### src/rtl/shared_reg_arbiter.sv
// Round-robin write arbiter for a single shared W-bit register, with optional
// bounded lock sessions that let one requester own several consecutive writes.
//
//   state  | meaning
//   IDLE   | round-robin arbitration starting at ptr
//   LOCKED | only owner may write; session ends on lock/req drop or MAX_HOLD grants
module shared_reg_arbiter #(
   parameter int N        = 4,
   parameter int W        = 8,
   parameter int MAX_HOLD = 4
) (
   input  logic                 clk,
   input  logic                 reset,
   input  logic [N-1:0]         req,
   input  logic [N-1:0]         lock,
   input  logic [N*W-1:0]       wdata,
   output logic [N-1:0]         gnt,
   output logic [W-1:0]         q,
   output logic                 q_valid,
   output logic [$clog2(N)-1:0] owner,
   output logic                 locked
);

   localparam int PW = $clog2(N);
   localparam int HW = $clog2(MAX_HOLD + 1);

   typedef enum logic {IDLE, LOCKED} state_t;

   state_t          state;
   logic [PW-1:0]   ptr;
   logic [HW-1:0]   hold_cnt;
   logic            sel_valid;
   logic [PW-1:0]   sel_idx;
   logic [PW-1:0]   next_ptr;
   int unsigned     scan_idx;
   logic [W-1:0]    wdata_arr [N];

   for (genvar i = 0; i < N; i++) begin : g_unpack
      assign wdata_arr[i] = wdata[i*W +: W];
   end

   // In LOCKED only the owner is considered; otherwise scan ptr, ptr+1, ... mod N.
   always_comb begin
      sel_valid = 1'b0;
      sel_idx   = '0;
      scan_idx  = 0;
      if (state == LOCKED) begin
         sel_valid = req[owner];
         sel_idx   = owner;
      end else begin
         for (int k = 0; k < N; k++) begin
            scan_idx = int'(ptr) + k;
            if (scan_idx >= N) scan_idx = scan_idx - N;
            if (!sel_valid && req[PW'(scan_idx)]) begin
               sel_valid = 1'b1;
               sel_idx   = PW'(scan_idx);
            end
         end
      end
   end

   always_comb begin
      gnt = '0;
      if (!reset && sel_valid) gnt[sel_idx] = 1'b1;
   end

   assign next_ptr = (sel_idx == PW'(N - 1)) ? '0 : sel_idx + 1'b1;
   assign locked   = (state == LOCKED);

   always_ff @(posedge clk) begin
      if (reset) begin
         state    <= IDLE;
         ptr      <= '0;
         hold_cnt <= '0;
         q        <= '0;
         q_valid  <= 1'b0;
         owner    <= '0;
      end else begin
         q_valid <= sel_valid;
         if (sel_valid) begin
            q     <= wdata_arr[sel_idx];
            owner <= sel_idx;
         end
         case (state)
            IDLE: begin
               if (sel_valid) begin
                  ptr <= next_ptr;
                  if (lock[sel_idx] && MAX_HOLD > 1) begin
                     state    <= LOCKED;
                     hold_cnt <= HW'(1);
                  end
               end
            end
            LOCKED: begin
               // ptr already points past the owner, so a released owner ranks last.
               if (sel_valid && lock[sel_idx] && (int'(hold_cnt) + 1 < MAX_HOLD)) begin
                  hold_cnt <= hold_cnt + 1'b1;
               end else begin
                  state    <= IDLE;
                  hold_cnt <= '0;
               end
            end
            default: state <= IDLE;
         endcase
      end
   end

endmodule

### config.mk
export PLATFORM = sky130hd
export DESIGN_NAME = shared_reg_arbiter
export DESIGN_NICKNAME = d
export VERILOG_FILES = /design/src/rtl/shared_reg_arbiter.sv
export SDC_FILE = /design/constraint.sdc
export NUM_CORES = 1
export LEC_CHECK = 0
export CAP_MARGIN = 15
export CORE_MARGIN = 3
export CORE_UTILIZATION = 43
export DETAILED_ROUTE_END_ITERATION = 8
export PLACE_DENSITY = 0.86
export SETUP_SLACK_MARGIN = 0.5
export SLEW_MARGIN = 25
export SYNTH_ARGS = -nofsm -noshare
export SYNTH_HDL_FRONTEND = slang
export SYNTH_SLANG_ARGS = --single-unit
export TNS_END_PERCENT = 50
### constraint.sdc
create_clock -name clk -period 6.1 [get_ports clk]
set_input_delay 0.915 -clock clk [delete_from_list [all_inputs] [get_ports clk]]
set_output_delay 0.915 -clock clk [all_outputs]
set_load 0.1 [all_outputs]
* Word-level counts from Yosys, hierarchy flattened
Index checks and enable logic that the tools add are counted.
Storage, ports and cells: logic and storage cells 95, output and inout port bits 16, flip-flop bits (word level) 17
Cells by class: $lt $le $gt $ge 13, muxes and demuxes 48, reductions and logical operators 13, bitwise gates (word level) 2, equality and inequality tests 3, add/sub/neg operators 10
Operators with widths (number):
- $mux 2 | 14
- $lt 2x3->1 const B | 6
- $mux 1 | 18
- $bmux 8 s2 | 1
- $mux 8 | 2
- $bmux 1 s2 | 6
- $ge 3x3->1 const B | 4
- $mux 3 | 3
- $sub 2x1->2 const B | 4
- $logic_and 1x1->1 | 7
- $add 2x2->3 const B | 2
- $pmux 3 s2 | 1
- $add 3x1->4 const B | 1
- $logic_not 1->1 | 4
- $lt 4x3->1 const B | 1
- $mux 4 | 1
- $ne 2x2->1 const B | 2
- $reduce_and 2->1 | 2
- $add 2x1->3 const B | 1
- $add 3x1->3 const B | 1
- $ge 2x3->1 const B | 1
- $not 2->3 | 1
- $add 2x1->2 const B | 1
- $demux 1 s2 | 1
- 4 further kinds | 4

* Logic depth before layout (Yosys ltp)
Gate-level depths: netlist (run 1).
depth after elaboration 25, depth in mapped cells 9, depth with buffers taken out 8

* Worst setup path after synthesis (run 1)
OpenSTA, ideal clock, no wires.
path type input -> output, from in req[2], to out gnt[0], buffers on the path 2, data required time 5.185 ns, path slack 2.264 ns, stages 8, data arrival time 2.921 ns, cell sequence or4_4 nand2_4 o31ai_4 buf_6 buf_8 inv_1 ha_1 and2_1
On the way: word-level cells in the longest chain between the ends 21, elaborated cells between the ends (all ways) 36, those cells by class order compare: 2; mux: 26; reduce/logical: 8
RTL lines:
- from (decl) | RTL line 14 | input logic [N-1:0] req,
- $bmux 1 s2 | RTL line 54 | if (!sel_valid && req[PW'(scan_idx)]) begin
- $mux 1 (not written as such) | RTL line 54
- $mux 1 | RTL line 54
- $mux 1 | RTL line 47 | if (state == LOCKED) begin
- $logic_not 1->1 | RTL line 54
- $logic_and 1x1->1 | RTL line 54
- $mux 1 | RTL line 54
- $mux 1 | RTL line 47
- [... 6 more ...]
- $mux 2 * | RTL line 54
- $mux 2 * | RTL line 47
- named net sel_idx[0] | RTL line 33 | logic [PW-1:0] sel_idx;
- $lt 2x3->1 (not written as such) or $ge 2x1->1 (tied branches) | RTL line 64 | if (!reset && sel_valid) gnt[sel_idx] = 1'b1;
- $logic_and 1x1->1 (not written as such) | RTL line 64
- $mux 1 (not written as such) | RTL line 64
- $demux 1 s2 * | RTL line 64
- $mux 4 * | RTL line 64
- to (decl) | RTL line 17 | output logic [N-1:0] gnt,
The timed path passes the listed nets; every way through them passes the cells marked *. The select of a mux whose other input is x is not followed.

* Final worst setup path (run 1)
from in req[2], to out gnt[2]
The elaborated chain is that of the path after synthesis.

==> results.sh, run 1 <==
export IMPL_n_antenna_cell=0
export IMPL_hpwl_mm=2.490
export IMPL_clkPwrFrac=0.064
export IMPL_cts_resized=0
export IMPL_initial_core_util=0.4575
export IMPL_synth_top_cell_by_area="dfxtp_1"
export IMPL_fmax_mhz=216.3
export IMPL_clock_latency_ps=280
export IMPL_worstSetupEndpointType="output port"
export IMPL_first_iter_violations=23
export IMPL_grt_pass1_wl_mm=5.154
export IMPL_ant_nets=0
export IMPL_core_area_um2=2500
export IMPL_avgSynthCellArea_um2=9.298
export IMPL_ctsHoldBuffers=0
export IMPL_switchingPower_mw=0.5240
export IMPL_critPathMaxFanout=6
export IMPL_critical_path_startpoint_type="primary input"
export IMPL_antenna_found_initial=0
export IMPL_pre_cts_ws_ps=1455
export IMPL_setup_slack_ps=1477
export IMPL_vias=1140
export IMPL_p_leak_nw=0.7573
export IMPL_synth_top_area_frac=0.2976
export IMPL_stdcell_area_um2=1742
export IMPL_tightest_slew_ps=986.5
export IMPL_p_comb_frac=0.727
export IMPL_slowest_stage="clkdlybuf4s50_1"
export IMPL_rows=18
export IMPL_layout_commonest_cell="clkdlybuf4s50_1"
export IMPL_swShare=0.5811
export IMPL_drt_pass1_iterations=6
export IMPL_remaining_drc_errors=2
export IMPL_synth_edf_count=0
export IMPL_drv_cap=0
export IMPL_die_w_um=57.57
export IMPL_intPower_mw=0.3778
export IMPL_drive_above_1_share=0.07735
export IMPL_fin_crit_sh=0.7579
export IMPL_slowest_delay_ps=1130
export IMPL_synth_cell_types=35
export IMPL_grt_pass1_vias=1207
export IMPL_post_drt_wl_per_cell_um=14.64
export IMPL_dieArea_um2=3314
export IMPL_synthCells=123
export IMPL_seq_power_share=0.209
export IMPL_cts_tree="done"
export IMPL_worstPathCellList="clkdlybuf4s50_1 -> nor2_1 -> or3_1 -> nand4_1 -> o221ai_2 -> inv_1 -> ha_1 -> and2_1 -> clkdlybuf4s50_1"
export IMPL_slew_violations=0
export IMPL_track_usage=0.1905
export IMPL_min_period_ps=4623
export IMPL_die_height_um=57.57
export IMPL_viasPerCell=5.403
export IMPL_h_tree_depth=1
export IMPL_violations="design-rule violations"
export IMPL_fillers=208
export IMPL_skew_ps=4.142
export IMPL_gp_congestion=0.8981
export IMPL_dpl_cell_area_um2=1715
export IMPL_cts_root_buf="clkbuf_4"
export IMPL_final_cell_mix="clkdlybuf4s50_1 (54), mux2i_1 (21), dfxtp_1 (17), nand2_1 (11), nor2_1 (10)"
export IMPL_setup_violations=0
export IMPL_timing_hold_ws_ps=457.4
export IMPL_finalPower_mw=0.9019
export IMPL_clk_pin_slew_ps=90
export IMPL_powerDensity_nw_per_um2=517.8
export IMPL_ys_seq_area_frac=0.2976
export IMPL_num_io_pins=58
export IMPL_crit_type="primary input to output port"
export IMPL_yosysWarningCount=0
export IMPL_irDropWorstVdd_v=0.0003486
export IMPL_area_growth_pct=52.30
export IMPL_grt_remaining_overflow=0
export IMPL_rsz0062_at_grt="no"
export IMPL_portBuffers=57
export IMPL_ys_ff_latch=17
export IMPL_wl_mm=3.090
export IMPL_crit_top_cell="clkdlybuf4s50_1"
export IMPL_maxSlewHeadroom=0.3402
export IMPL_seq_area_um2=340.3
export IMPL_cts_setup_buffers=0
export IMPL_synth_ff_type="dfxtp_1"
export IMPL_crit_buf_inv=3
export IMPL_hp_class="flop to flop"
export IMPL_grt_max_degree=21
export IMPL_nNetsFinal=229
export IMPL_multiInputGateArea_um2=755.7
export IMPL_status="finished with violations"
export IMPL_synthArstFlopShare=0
export IMPL_synth_cell_area_um2=1144
export IMPL_critical_path_required_ps=5180
export IMPL_synth_nets=170
export IMPL_cp_arrival_ps=3710
export IMPL_cts_sinks=17
export IMPL_cts_buffers=3
export IMPL_cts_buffer_depth=2
export IMPL_path_delay_family="buffers and inverters"
export IMPL_finalHoldViolations=0
export IMPL_finalSetupTns_ps=0
export IMPL_yosys_top_cells_area="dfxtp_1 (30%), mux2i_1 (18%), ha_1 (5.5%)"
==> metrics by stage <==
| stage | instances | utilization |
|---|---|---|
| CTS | 211 | 0.6967 |
| finish | 211 | 0.6967 |
| detailed placement | 207 | 0.6862 |
| global route | 211 | 0.6967 |
| global placement | 207 | 0.6862 |
| floorplan | 123 | - |
==> power groups by stage <==
| stage | logic (mW) | registers [mW] | clock network, mW |
|---|---|---|---|
| 3_5_place_dp | 0.660 | 0.190 | 0 |
| 5_1_grt | 0.696 | 0.194 | 0.0614 |
| 4_1_cts | 0.661 | 0.188 | 0.0585 |
| 3_3_place_gp | 0.648 | 0.189 | 0 |
| 2_1_floorplan | 0.279 | 0.427 | 0 |
| 6_report | 0.656 | 0.188 | 0.0574 |
==> synthesized netlist by cell type (3+ instances only) <==
library cell	number
inv_1	3
ha_1	5
nor2b_1	3
and2_1	4
nand2_1	11
a21o_1	8
o22ai_1	8
nor2_1	10
a21oi_1	4
mux2i_1	21
dfxtp_1	17
==> final cells by class <==
type / instances / area share
multi-input cells: 99 / 0.4339
repair buffers: 58 / 0.3276
flip-flops and latches: 17 / 0.1954
well taps: 30 / 0.02155
clock buffers: 4 / 0.01509
inverters: 3 / 0.006466
==> state kept, by name, summed over array words and instances (netlist names) <==
register  cells
hold_cnt      3
locked        1
owner         2
ptr           2
q             8
q_valid       1
==> per-layer routing <==
metal	GRT usage	part of all wire	vias to the layer above
li1	-	-	569
met1	0.2208	0.42	516
met2	0.3565	0.48	51
met3	0.04751	0.085	4
met4	0.02649	0.0074	0
met5	0	0	-
==> final timing paths <==
check	from	to	slack [ps]	depth (start not counted)
setup / recovery	req[2]	gnt[2]	1480	9
hold / removal	q[6]	q[6]	460	1
setup reg to reg	ptr[1]	hold_cnt[1]	3810	8
hold reg to reg	q[6]	q[6]	460	1
==> cell families after synthesis <==
family                   share of synthesized area
AND/OR/NAND/NOR                             0.1937
adder cells (fa/ha/maj)                    0.05470
AO/OA/AOI/OAI                               0.2057
buffers and inverters                      0.04157
flip-flops                                  0.2976
multiplexers                                0.2068
Power figures use the tool's default switching activity.
==> run 2: changes to the inputs <==
--- a/config.mk
+++ b/config.mk
@@ -7,9 +7,9 @@
 export LEC_CHECK = 0
 export CAP_MARGIN = 15
 export CORE_MARGIN = 3
-export CORE_UTILIZATION = 43
+export CORE_UTILIZATION = 40
 export DETAILED_ROUTE_END_ITERATION = 8
-export PLACE_DENSITY = 0.86
+export PLACE_DENSITY = 0.8
 export SETUP_SLACK_MARGIN = 0.5
 export SLEW_MARGIN = 25
 export SYNTH_ARGS = -nofsm -noshare
==> constraint.sdc (replaced) <==
create_clock -name clk -period 4.7 [get_ports clk]
set_input_delay 0.705 -clock clk [delete_from_list [all_inputs] [get_ports clk]]
set_output_delay 0.705 -clock clk [all_outputs]
set_load 0.1 [all_outputs]
==> results.sh, run 2 (same netlist as run 1, synthesis figures left out) <==
export IMPL_cts_tree="done"
export IMPL_rows=18
export IMPL_drt_pass1_iterations=4
export IMPL_ctsHoldBuffers=0
export IMPL_n_antenna_cell=0
export IMPL_grt_max_degree=13
export IMPL_worstSetupEndpointType="output port"
export IMPL_r2r_start="ptr[1]"
export IMPL_wl_mm=3.160
export IMPL_tightest_slew_ps=986.5
export IMPL_status="finished, final reports clean"
export IMPL_h_tree_depth=1
export IMPL_hpwl_mm=2.646
export IMPL_ant_nets=0
export IMPL_slew_violations=0
export IMPL_worstPathCellList="clkdlybuf4s50_1 -> or4_4 -> nand2_4 -> o31ai_4 -> inv_1 -> ha_1 -> and2_1 -> buf_4"
export IMPL_grt_pass1_vias=1096
export IMPL_cts_root_buf="clkbuf_4"
export IMPL_slowest_stage="clkdlybuf4s50_1"
export IMPL_largest_reg_flops=8
export IMPL_p_leak_nw=0.7674
export IMPL_core_area_um2=2590
export IMPL_skew_ps=3.072
export IMPL_critical_path_required_ps=3990
export IMPL_fin_crit_sh=0.7747
export IMPL_cts_buffer_depth=2
export IMPL_num_io_pins=58
export IMPL_cts_sinks=17
export IMPL_finalHoldViolations=0
export IMPL_grt_pass1_wl_mm=5.168
export IMPL_maxSlewHeadroom=0.3403
export IMPL_r2r_cells=7
export IMPL_first_iter_violations=37
export IMPL_post_drt_wl_per_cell_um=14.98
export IMPL_final_cell_mix="clkdlybuf4s50_1 (53), mux2i_1 (21), dfxtp_1 (17), nand2_1 (11), nor2_1 (10)"
export IMPL_top_regs="q: 8 flops, hold_cnt: 3 flops"
export IMPL_cts_setup_buffers=0
export IMPL_drv_cap=0
export IMPL_die_height_um=59.47
export IMPL_grt_remaining_overflow=0
export IMPL_nNetsFinal=229
export IMPL_crit_type="primary input to output port"
export IMPL_portBuffers=57
export IMPL_startpoint="req[0]"
export IMPL_regToRegEndpoint="hold_cnt[1]"
export IMPL_area_growth_pct=54.92
export IMPL_fmax_mhz=274.7
export IMPL_antenna_found_initial=0
export IMPL_dieArea_um2=3537
export IMPL_cts_resized=0
export IMPL_path_delay_family="buffers and inverters"
export IMPL_hp_class="flop to flop"
export IMPL_critical_path_startpoint_type="primary input"
export IMPL_initial_core_util=0.4415
export IMPL_layout_commonest_cell="clkdlybuf4s50_1"
export IMPL_track_usage=0.1874
export IMPL_vias=1167
export IMPL_gp_congestion=0.7404
export IMPL_cp_endpoint="gnt[2]"
export IMPL_min_period_ps=3641
export IMPL_die_w_um=59.47
export IMPL_ff2ff_setup_slack_ps=2400
export IMPL_post_route_util=0.6841
export IMPL_cts_buffers=3
export IMPL_powerDensity_nw_per_um2=672.9
export IMPL_slowest_delay_ps=590
export IMPL_critPathMaxFanout=10
export IMPL_rsz0062_at_grt="no"
export IMPL_cp_arrival_ps=2940
export IMPL_viasPerCell=5.531
export IMPL_remaining_drc_errors=0
export IMPL_finalSetupTns_ps=0
export IMPL_drive_above_1_share=0.08287
export IMPL_crit_buf_inv=3
export IMPL_clock_latency_ps=290
export IMPL_setup_violations=0
export IMPL_worstSetupPathDepth=8
export IMPL_clk_pin_slew_ps=90
export IMPL_top_register="q"
export IMPL_irDropWorstVdd_v=0.0006254
[run 2: cell count changes in the layout (fill, tap and decap cells not counted), sizes merged]
cell,before,now
clkdlybuf4s50,54,53
buf,4,5
[run 2: worst min-delay path by stage]
stage | from | to | slack (ps) | cells past startpoint
3_3_place_gp | q[0] | q[0] | 430 | 1
2_1_floorplan | hold_cnt[2] | hold_cnt[2] | 480 | 1
4_1_cts | q[0] | q[0] | 460 | 1
3_5_place_dp | q[0] | q[0] | 440 | 1
5_1_grt | q[7] | q[7] | 480 | 1
6_report | q[0] | q[0] | 460 | 1
[run 2: area by class of cell]
cell class | instances | area, um^2
Timing Repair Buffer | 58 | 600.6
Fill cell | 203 | 818.3
Inverter | 3 | 11.26
Multi-Input combinational cell | 99 | 755.7
Clock buffer | 4 | 26.28
Tap cell | 30 | 37.54
Sequential cell | 17 | 340.3
[run 2: routing by layer]
metal / vias up / part of all wire / global-route usage
li1: 571 / - / -
met1: 560 / 0.40 / 0.2309
met2: 34 / 0.55 / 0.3354
met3: 2 / 0.049 / 0.04357
met4: 0 / 0.0054 / 0.02589
met5: - / 0 / 0
[run 2: through the flow]
| step | cell area [um^2] | std cells | total power [mW] | hold slack (ps) | setup slack (ps) |
|---|---|---|---|---|---|
| 6_report | 1772 | 211 | 1.192 | 459.0 | 1059 |
| 5_1_grt | 1772 | 211 | 1.256 | 477.9 | 901.8 |
| 4_1_cts | 1772 | 211 | 1.200 | 460.9 | 1063 |
| 3_5_place_dp | 1745 | 207 | 1.121 | 438.3 | 1069 |
| 3_3_place_gp | 1730 | 206 | 1.092 | 434.8 | 701.6 |
| 2_1_floorplan | 1144 | 123 | 0.9163 | 475.0 | 1124 |
[run 2: where the power goes]
group | internal (mW) | switching [mW] | leakage [nW]
registers | 0.198 | 0.0459 | 0.141
clock network | 0.0330 | 0.0434 | 0.0150
logic | 0.274 | 0.598 | 0.612
==> run 3: changes to the inputs <==
==> constraint.sdc (replaced) <==
create_clock -name clk -period 3.53 [get_ports clk]
set_input_delay 0.5295 -clock clk [delete_from_list [all_inputs] [get_ports clk]]
set_output_delay 0.5295 -clock clk [all_outputs]
set_load 0.1 [all_outputs]
==> results.sh, run 3 (same netlist as run 1, synthesis figures left out) <==
export IMPL_multiInputGateArea_um2=758.2
export IMPL_portBuffers=57
export IMPL_grt_use_met1=0.2288
export IMPL_clock_latency_ps=290
export IMPL_cts_buffers=3
export IMPL_swShare=0.5705
export IMPL_final_cell_mix="clkdlybuf4s50_1 (49), mux2i_1 (21), dfxtp_1 (16), nand2_1 (11), nor2_1 (10)"
export IMPL_worstSetupPathDepth=7
export IMPL_setup_violations=0
export IMPL_dieArea_um2=3537
export IMPL_clkPwrFrac=0.065
export IMPL_cp_arrival_ps=2290
export IMPL_post_route_util=0.7034
export IMPL_cts_sinks=17
export IMPL_path_delay_family="simple AND/OR/NAND/NOR gates"
export IMPL_n_antenna_cell=0
export IMPL_largest_reg_flops=8
export IMPL_grt_max_degree=14
export IMPL_die_w_um=59.47
export IMPL_finalSetupTns_ps=0
export IMPL_top_regs="q: 8 flops, hold_cnt: 3 flops"
export IMPL_ctsHoldBuffers=0
export IMPL_finalHoldViolations=0
export IMPL_num_io_pins=58
export IMPL_setup_slack_ps=713.7
export IMPL_grt_pass1_vias=1156
export IMPL_top_register="q"
export IMPL_cts_tree="done"
export IMPL_cp_endpoint="gnt[2]"
export IMPL_fillers=202
export IMPL_remaining_drc_errors=0
export IMPL_drt_pass1_iterations=5
export IMPL_cts_root_buf="clkbuf_4"
export IMPL_critical_path_required_ps=3000
export IMPL_hpwl_mm=2.608
export IMPL_h_tree_depth=1
export IMPL_antenna_found_initial=0
export IMPL_critical_path_startpoint_type="primary input"
export IMPL_layout_commonest_cell="clkdlybuf4s50_1"
export IMPL_r2r_cells=9
export IMPL_startpoint="req[1]"
export IMPL_track_usage=0.1931
export IMPL_use_met3=0.04793
export IMPL_timing_hold_ws_ps=465.1
export IMPL_pre_cts_ws_ps=360.9
export IMPL_p_comb_frac=0.734
export IMPL_post_drt_wl_per_cell_um=15.14
export IMPL_p_leak_nw=0.8144
export IMPL_ant_nets=0
export IMPL_ff2ff_setup_slack_ps=1230
export IMPL_viasPerCell=5.514
export IMPL_place_inst=207
export IMPL_dpl_cell_area_um2=1767
export IMPL_vias=1180
export IMPL_die_height_um=59.47
export IMPL_rsz0062_at_grt="no"
export IMPL_r2r_start="ptr[1]"
export IMPL_clk_pin_slew_ps=90
export IMPL_grt_remaining_overflow=0
export IMPL_worstPathCellList="dlygate4sd2_1 -> or4_4 -> and2_4 -> a21oi_4 -> nor2_2 -> and2_2 -> buf_12"
export IMPL_core_area_um2=2590
export IMPL_fmax_mhz=355.1
export IMPL_grt_pass1_wl_mm=5.188
export IMPL_seq_power_share=0.201
export IMPL_slowest_stage="or4_4"
export IMPL_hp_class="flop to flop"
export IMPL_wl_mm=3.240
export IMPL_irDropWorstVdd_v=0.0008530
export IMPL_finalPower_mw=1.626
export IMPL_min_period_ps=2816
export IMPL_rows=18
export IMPL_status="finished, final reports clean"
export IMPL_slew_violations=0
export IMPL_seq_area_um2=341.6
export IMPL_critPathMaxFanout=8
export IMPL_powerDensity_nw_per_um2=892.7
export IMPL_slowest_delay_ps=580
export IMPL_skew_ps=8.123
export IMPL_initial_core_util=0.4415
export IMPL_maxSlewHeadroom=0.3332
export IMPL_hp_start="q[1]"
export IMPL_intPower_mw=0.6985
export IMPL_cts_buffer_depth=2
export IMPL_first_iter_violations=27
export IMPL_crit_type="primary input to output port"
export IMPL_nNetsFinal=232
export IMPL_fin_crit_sh=0.7978
export IMPL_worstSetupEndpointType="output port"
export IMPL_tightest_slew_ps=997.0
export IMPL_switchingPower_mw=0.9277
export IMPL_drv_cap=0
export IMPL_crit_buf_inv=2
export IMPL_busiest_layer="met2"
export IMPL_globalRouteMet2Util=0.3401
export IMPL_area_growth_pct=59.30
export IMPL_gp_congestion=0.8290
export IMPL_stdcell_area_um2=1822
export IMPL_stdcell_count=214
export IMPL_drive_above_1_share=0.1196
export IMPL_regToRegEndpoint="hold_cnt[1]"
run 3: cell types whose count changed in the layout (fill, tap and decap cells not counted), sizes merged:
cell / change
dlygate4sd2: +1
dlymetal6s2s: +3
clkdlybuf4s50: -4
buf: +3
run 3: final cells by class:
type                            instances  share of cell area
Clock buffer                            4             0.01442
Timing Repair Buffer                   61              0.3551
Multi-Input combinational cell         99              0.4162
Sequential cell                        17              0.1875
Inverter                                3            0.006181
Tap cell                               30             0.02060
run 3: power by group through the flow:
stage               clock, mW  sequential (mW)  combinational (mW)
CTS                     0.109            0.328                1.19
global route            0.117            0.337                1.25
detailed placement          0            0.332                1.17
floorplan                   0            0.740               0.483
global placement            0            0.326                1.16
finish                  0.105            0.326                1.19
run 3: layer usage:
layer,up-vias,share of wire
met2,32,0.53
li1,577,-
met1,567,0.41
met4,0,0.013
met3,4,0.044
met5,-,0
run 3: repair_timing:
action,4_1_cts,5_1_grt
pin swaps,2,0
endpoints found under the setup margin,4,4
gates resized for setup,2,3
endpoints found under the hold margin,0,0
cloned,0,0
setup buffers,3,0
run 3: worst min path at each step:
stage | end | depth (start not counted)
CTS | q[5] | 1
finish | q[1] | 1
detailed placement | q[5] | 1
global placement | q[7] | 1
global route | q[5] | 1
floorplan | hold_cnt[2] | 1
run 3: worst reg2reg max path, cell delays in order (launching register included):
cell	delay, ps
dfxtp_1	460
mux2i_1	240
o2bb2ai_1	150
o31ai_4	270
buf_4	180
buf_4	160
mux2i_1	80
mux2i_1	290
nand2_1	130
a32o_1	250
